<file path="src/rtl/queue_pkg.sv">
`default_nettype none
// ============================================================================
// Module      : queue_pkg
// Description : Shared sizes and types for the queue_fifo block and its
//               optional heartbeat (enabled by QUEUE_FIFO_HEARTBEAT_EN).
// Revision    : 1.0 - initial release
// ============================================================================
package queue_pkg;

    localparam int QUEUE_DATA_W = 4;
    localparam int QUEUE_DEPTH  = 16;
    localparam int QUEUE_ADDR_W = 4;
    localparam int HB_CNT_W     = 28;
    localparam int HB_TAP       = 24;

    typedef logic [QUEUE_DATA_W-1:0] queue_word_t;
    typedef logic [QUEUE_ADDR_W-1:0] queue_ptr_t;

endpackage
`default_nettype wire

</file>
<file path="src/rtl/queue_heartbeat.sv">
`default_nettype none
// ============================================================================
// Module      : queue_heartbeat
// Description : Free-running counter driving a board heartbeat LED.
//               Used by queue_fifo only when QUEUE_FIFO_HEARTBEAT_EN is set.
// Revision    : 1.0 - initial release
// ============================================================================
module queue_heartbeat
    import queue_pkg::*;
(
    input  logic clk,
    input  logic rst,   // synchronous, active-low
    output logic led
);

    logic [HB_CNT_W-1:0] hb_cnt;

    // Counter clears on reset and otherwise advances every clock.
    always_ff @(posedge clk) begin
        if (!rst) begin
            hb_cnt <= '0;
        end else begin
            hb_cnt <= hb_cnt + HB_CNT_W'(1);
        end
    end

    assign led = hb_cnt[HB_TAP];

endmodule
`default_nettype wire

</file>
<file path="src/rtl/queue_fifo.sv">
`default_nettype none
// ============================================================================
// Module      : queue_fifo
// Description : 16 x 4-bit FIFO with registered read data, occupancy count,
//               registered full/empty and sticky overflow/underflow flags.
//               Optional heartbeat LED when QUEUE_FIFO_HEARTBEAT_EN is set.
// Revision    : 1.0 - initial release
// ============================================================================
module queue_fifo
    import queue_pkg::*;
#(
    parameter int DATA_W = QUEUE_DATA_W,
    parameter int DEPTH  = QUEUE_DEPTH,
    parameter int ADDR_W = QUEUE_ADDR_W
)(
    input  logic              clk,
    input  logic              rst,       // synchronous, active-low
    input  logic              wr_en,
    input  logic [DATA_W-1:0] datain,
    input  logic              rd_en,
    output logic [DATA_W-1:0] dataout,
    output logic              full,
    output logic              empty,
    output logic [ADDR_W:0]   count,
    output logic              overflow,
    output logic              underflow
`ifdef QUEUE_FIFO_HEARTBEAT_EN
    ,
    output logic              led
`endif
);

    localparam logic [ADDR_W:0] CNT_DEPTH = (ADDR_W+1)'(DEPTH);

    logic [DATA_W-1:0] mem [DEPTH];
    logic [ADDR_W-1:0] wr_ptr;
    logic [ADDR_W-1:0] rd_ptr;
    logic              push;
    logic              pop;
    logic [ADDR_W:0]   count_next;

    // Accept decisions; a pop frees a slot so a push is allowed while full.
    // A pop on an empty queue is rejected even with a concurrent push.
    always_comb begin
        pop        = rd_en && !empty;
        push       = wr_en && (!full || rd_en);
        count_next = count;
        if (push && !pop) begin
            count_next = count + (ADDR_W+1)'(1);
        end else if (pop && !push) begin
            count_next = count - (ADDR_W+1)'(1);
        end
    end

    // Storage write; contents survive reset, but reset blocks the write.
    always_ff @(posedge clk) begin
        if (rst && push) begin
            mem[wr_ptr] <= datain;
        end
    end

    // Pointers, count, status flags and registered read data.
    always_ff @(posedge clk) begin
        if (!rst) begin
            wr_ptr    <= '0;
            rd_ptr    <= '0;
            count     <= '0;
            dataout   <= '0;
            full      <= 1'b0;
            empty     <= 1'b1;
            overflow  <= 1'b0;
            underflow <= 1'b0;
        end else begin
            if (push) begin
                wr_ptr <= wr_ptr + ADDR_W'(1);
            end
            if (pop) begin
                // Reads the old head; a same-cycle write lands elsewhere.
                dataout <= mem[rd_ptr];
                rd_ptr  <= rd_ptr + ADDR_W'(1);
            end
            if (wr_en && !push) begin
                overflow <= 1'b1;
            end
            if (rd_en && !pop) begin
                underflow <= 1'b1;
            end
            count <= count_next;
            full  <= (count_next == CNT_DEPTH);
            empty <= (count_next == '0);
        end
    end

`ifdef QUEUE_FIFO_HEARTBEAT_EN
    queue_heartbeat u_heartbeat (
        .clk (clk),
        .rst (rst),
        .led (led)
    );
`endif

endmodule
`default_nettype wire

</file>
<file path="config.mk">
export PLATFORM = sky130hd
export DESIGN_NAME = queue_fifo
export DESIGN_NICKNAME = d
export VERILOG_FILES = /design/src/rtl/queue_pkg.sv /design/src/rtl/queue_heartbeat.sv /design/src/rtl/queue_fifo.sv
export SDC_FILE = /design/constraint.sdc
export NUM_CORES = 1
export LEC_CHECK = 0
export ABC_AREA = 1
export BUFFER_PORTS_ARGS = -buffer_cell sky130_fd_sc_hd__buf_2
export CAP_MARGIN = 20
export CORE_ASPECT_RATIO = 0.5
export CORE_UTILIZATION = 36
export DETAILED_ROUTE_END_ITERATION = 12
export GPL_TIMING_DRIVEN = 0
export REMOVE_ABC_BUFFERS = 1
export SLEW_MARGIN = 10
export SYNTH_ARGS = -nofsm -noshare
export SYNTH_HDL_FRONTEND = slang
export SYNTH_SLANG_ARGS = --single-unit
</file>
<file path="constraint.sdc">
create_clock -name clk -period 1.9 [get_ports clk]
set_input_delay 0.38 -clock clk [delete_from_list [all_inputs] [get_ports clk]]
set_output_delay 0.38 -clock clk [all_outputs]
set_load 0.05 [all_outputs]
</file>
==> run summary <==
The met1 track demand over resource in global routing is 19.4%. The final route contains 2,600 vias. The repair_antennas step left the layout with diodes totalling 0. After detailed routing, the total wire length is 7940 um.

The overall track demand over capacity in global routing came out at 15.6%. The met3 track demand over resource in global routing is 4.97%. The share of Yosys cell area claimed by the top area cell type is 50.7%.

The async set or reset register ratio after synthesis came out at 0%. The period utilization came out at 92.2%. The H-tree was split into 3 levels. The die outline width came out at 147 um. For the final database, setup skew stands at 0.00435 ns. The clock drives 85 sinks. The area of the die came out at 11,000 sq um. The number of standard-cell rows in the floorplan came out at 26.

Counting stages on the worst path, the most repeated cell is nand3_1. The number of instances in the synthesized netlist is 380. The count of maximum capacitance violations is 0. Walking the worst path, the cells encountered are buf_16 > inv_2 > nand2_1 > nand3_1 > nand3_1 > a21oi_1 > o21ai_1 > inv_1. The maximum net fanout on the critical path is 33. The global routing stage identified its most utilized layer as met2. The clock latency of the later-clocked register in the worst-skew pair came out at 0.34 ns. The number of antenna violations at the first check in global routing is 0. The depth of the worst register-to-register path came out at 8. Of the total synthesized cell area, the portion taken by AND, OR, NAND and NOR gates is 26.0%. Once detail routing completed, the nets flagged for antenna violations numbered 0. Setup violations remaining at the end of the flow were counted as 0. The slowest stage of the critical path belongs to the cell inv_2. The leakage dissipation came out at 1.66 nW. The HPWL reported at the end of detailed placement came out at 5010 um. Summing the areas of all compound-gate instances in the mapped netlist gives 3.37% of the synthesized area.

The largest net degree at the start of global routing came out at 34. The multiplexer share of the synthesized area is 0%. For this run, design rule violations remaining after detail routing come to 0. The net total in the final layout is 411. Prior to clock tree synthesis, the placed netlist has a worst setup slack of -0.417 ns.

The worst hold path passes through 3 cells. The dominant cell type by area after synthesis is edfxtp_1. In this run, synthesis inferred 64 flip-flops with an integrated enable. The flip-flop and latch count after synthesis is 85. Ranked by total cell area, the synthesized netlist is headed by edfxtp_1 (51%), dfxtp_1 (11%), nand2_1 (11%).

The number of setup buffers added after CTS came out at 0. The hold violation count in the final report came to 0. The violation count after the first detailed-route iteration came out at 183.

Setup repair after global routing could not meet its margin everywhere. The worst register-to-register path begins at rd_ptr[0]. The initial core utilization came out at 37.1%.

The via count of the first global-routing pass came out at 2,383. The critical path is of the reg2reg type. For this run, the detailed router's first-pass iteration total came to 4.

The met2 routing resource usage after global routing is 25.9%. Headroom to the max-slew limit came out at 56.1%. At the pin with the least slew margin, the transition time is 0.653 ns. No sink is reached through more buffers than the 2 on the longest clock path. The overall die height is 74.5 um.

The core utilization of the finished layout is 41.7%. STA puts the critical path data arrival time at 2.04 ns. After detailed routing, the average wire length per cell comes to 14.7 um. The biggest cell delay along the critical path came out at 0.43 ns. The adder and majority gate portion of the synthesized area is 2.31%. The achievable frequency came out at 571 MHz.

The data required time of the worst path came out at 2.19 ns. The wire length of the first global-routing pass is 12,500 um. For this run, the number of Yosys warnings is 0.

The maximum VDD drop is 458 uV. TritonCTS built the clock tree. The instance area at placement is 3990 sq um. The clock buffer count from CTS came out at 9. Of the total synthesized cell area, the portion taken by XOR and XNOR cells is 0.925%. The congestion estimate from routability-driven global placement came to 0.776.

The startpoint type of the worst setup path is a flop. The I/O pin total came out at 21. The setup slack of the most critical reg-to-reg path came out at 0.15 ns.

The fraction of the yosys area taken by sequential cells is 61.8%. The number of different library cells in the post-synthesis netlist came out at 32. The power density over cell area came out at 1000 nW/um^2.

The mean post-synth cell area is 9.97 sq um. The tree is rooted in a clkbuf_16. The overall overflow remaining after global route is 0. The total area inside the core boundary comes to 10,200 sq um. The per-cell via count in the routed design came out at 4.82. Summed over all failing endpoints, the final setup total negative slack is 0 ns. In the synthesized netlist the dominant register cell turns out to be edfxtp_1. During placement, the flow inserted port buffers numbering 20. The number of max-slew violations in the final report was 0. The number of filler cells placed in the layout came out at 974. The clock-pin transition on the worst setup and hold timing paths is 0.06 ns.

The worst path setup slack after routing came out at 0.148 ns. The endpoint identified for the worst register-to-register timing path is dataout[3]. The worst path in the final design needs a cycle of 1.75 ns, including I/O delays and setup. The share of layout cells above drive strength 1 came out at 14.0%. The hold-critical path endpoint is underflow. The path class of the tightest hold or removal check is in2reg. STA classifies the critical path endpoint as a flop. The post-synthesis to final-layout area growth came out at 12.4%. The combinational family with the most area after synthesis is simple AND/OR/NAND/NOR gates. The run finished with clean final reports. The netlist area before placement came out at 3790 sq um. The worst hold path begins at rd_en. The post-route standard cell area excluding fillers came out at 4260 sq um.
[worst max path at each step]
stage	start	to	slack [ns]
3_5_place_dp	rst	mem[15][1]	-0.42
6_report	rd_ptr[0]	dataout[3]	0.15
2_1_floorplan	rd_ptr[0]	dataout[0]	0.06
5_1_grt	rd_ptr[0]	dataout[3]	-0.01
4_1_cts	rd_ptr[0]	dataout[0]	0.03
3_3_place_gp	rd_ptr[0]	dataout[1]	-0.76
[cells in the final DEF, fill, tap and decap left out, types with 3 or more instances in the layout]
cell,instances
a21oi_1,17
buf_2,20
clkbuf_16,9
clkinv_1,3
dfxtp_1,19
edfxtp_1,64
ha_1,7
inv_1,19
inv_2,5
nand2_1,109
nand2_4,3
nand3_1,55
nand3_2,3
nand4_1,4
nor2_1,28
nor2_2,3
o21ai_0,3
o21ai_1,4
xor2_1,4
[repair_timing]
action | CTS | global route
pin swaps | 0 | 0
setup endpoints to repair | 8 | 8
gates resized for setup | 2 | 3
cloned | 0 | 0
hold buffers | 0 | 0
[stage by stage]
stage	power (mW)	cells	hold WS (ns)
finish	4.26	539	0.347
floorplan	2.60	364	0.449
detailed placement	2.80	525	0.454
global route	4.45	539	0.373
CTS	4.30	539	0.337
global placement	2.78	524	0.447
[cell usage after synthesis, types with 2 or more instances]
cell type / number
nand3_2: 3
nand3_1: 55
inv_1: 19
buf_4: 6
nor2_1: 28
o21ai_0: 3
buf_2: 6
a21oi_1: 17
nand2_1: 109
clkbuf_1: 2
inv_2: 5
ha_1: 7
nand2_2: 2
nand2_4: 3
edfxtp_1: 64
nor2_2: 3
nand4_1: 4
nor3_1: 2
xor2_1: 4
nor4_1: 3
o21ai_1: 4
dfxtp_1: 21
[where the power goes]
group | leakage [nW] | total [mW] | internal, mW | switching [mW]
logic | 0.787 | 0.643 | 0.185 | 0.457
clock network | 0.123 | 1.50 | 0.855 | 0.641
registers | 0.750 | 2.12 | 2.05 | 0.0678
total | 1.66 | 4.26 | 3.09 | 1.17
[kinds of logic (layout without fill, tap and decap cells)]
| group | Yosys count | after routing |
|---|---|---|
| simple gates | 216 | 216 |
| flops | 85 | 85 |
| buf+inv | 43 | 62 |
| compound gates | 25 | 25 |
| fa+ha+maj | 7 | 7 |
| xor+xnor | 4 | 4 |
[final cells by class]
cell class              count  area, sq um  area share, %
clock inverters             4         17.5          0.412
inverters                  27          114           2.67
well taps                 140          175           4.12
flip-flops and latches     85         2350           55.1
multi-input cells         252         1250           29.3
clock buffers              10          229           5.38
repair buffers             21          128           3.00
[worst max-delay path, delay by kind of cell (launching register included)]
| family | cells | cell delay [ns] |
|---|---|---|
| AOI/OAI and AO/OA | 2 | 0.26 |
| and+or+nand+nor | 3 | 0.36 |
| DFF | 1 | 0.42 |
| buffers and inverters | 3 | 0.66 |
[state kept, by name, indices dropped and copies added, names as in the netlist]
name	count
rd_ptr	4
empty	1
wr_ptr	4
full	1
dataout	4
count	5
overflow	1
mem	64
underflow	1
[metal layers]
layer  part of all wire [%]  routed length [um]
met5                      0                   0
met4                    2.0                 155
met3                    5.4                 432
met2                     47                3690
met1                     46                3660
Note: power is estimated with default switching activity, not from simulation.
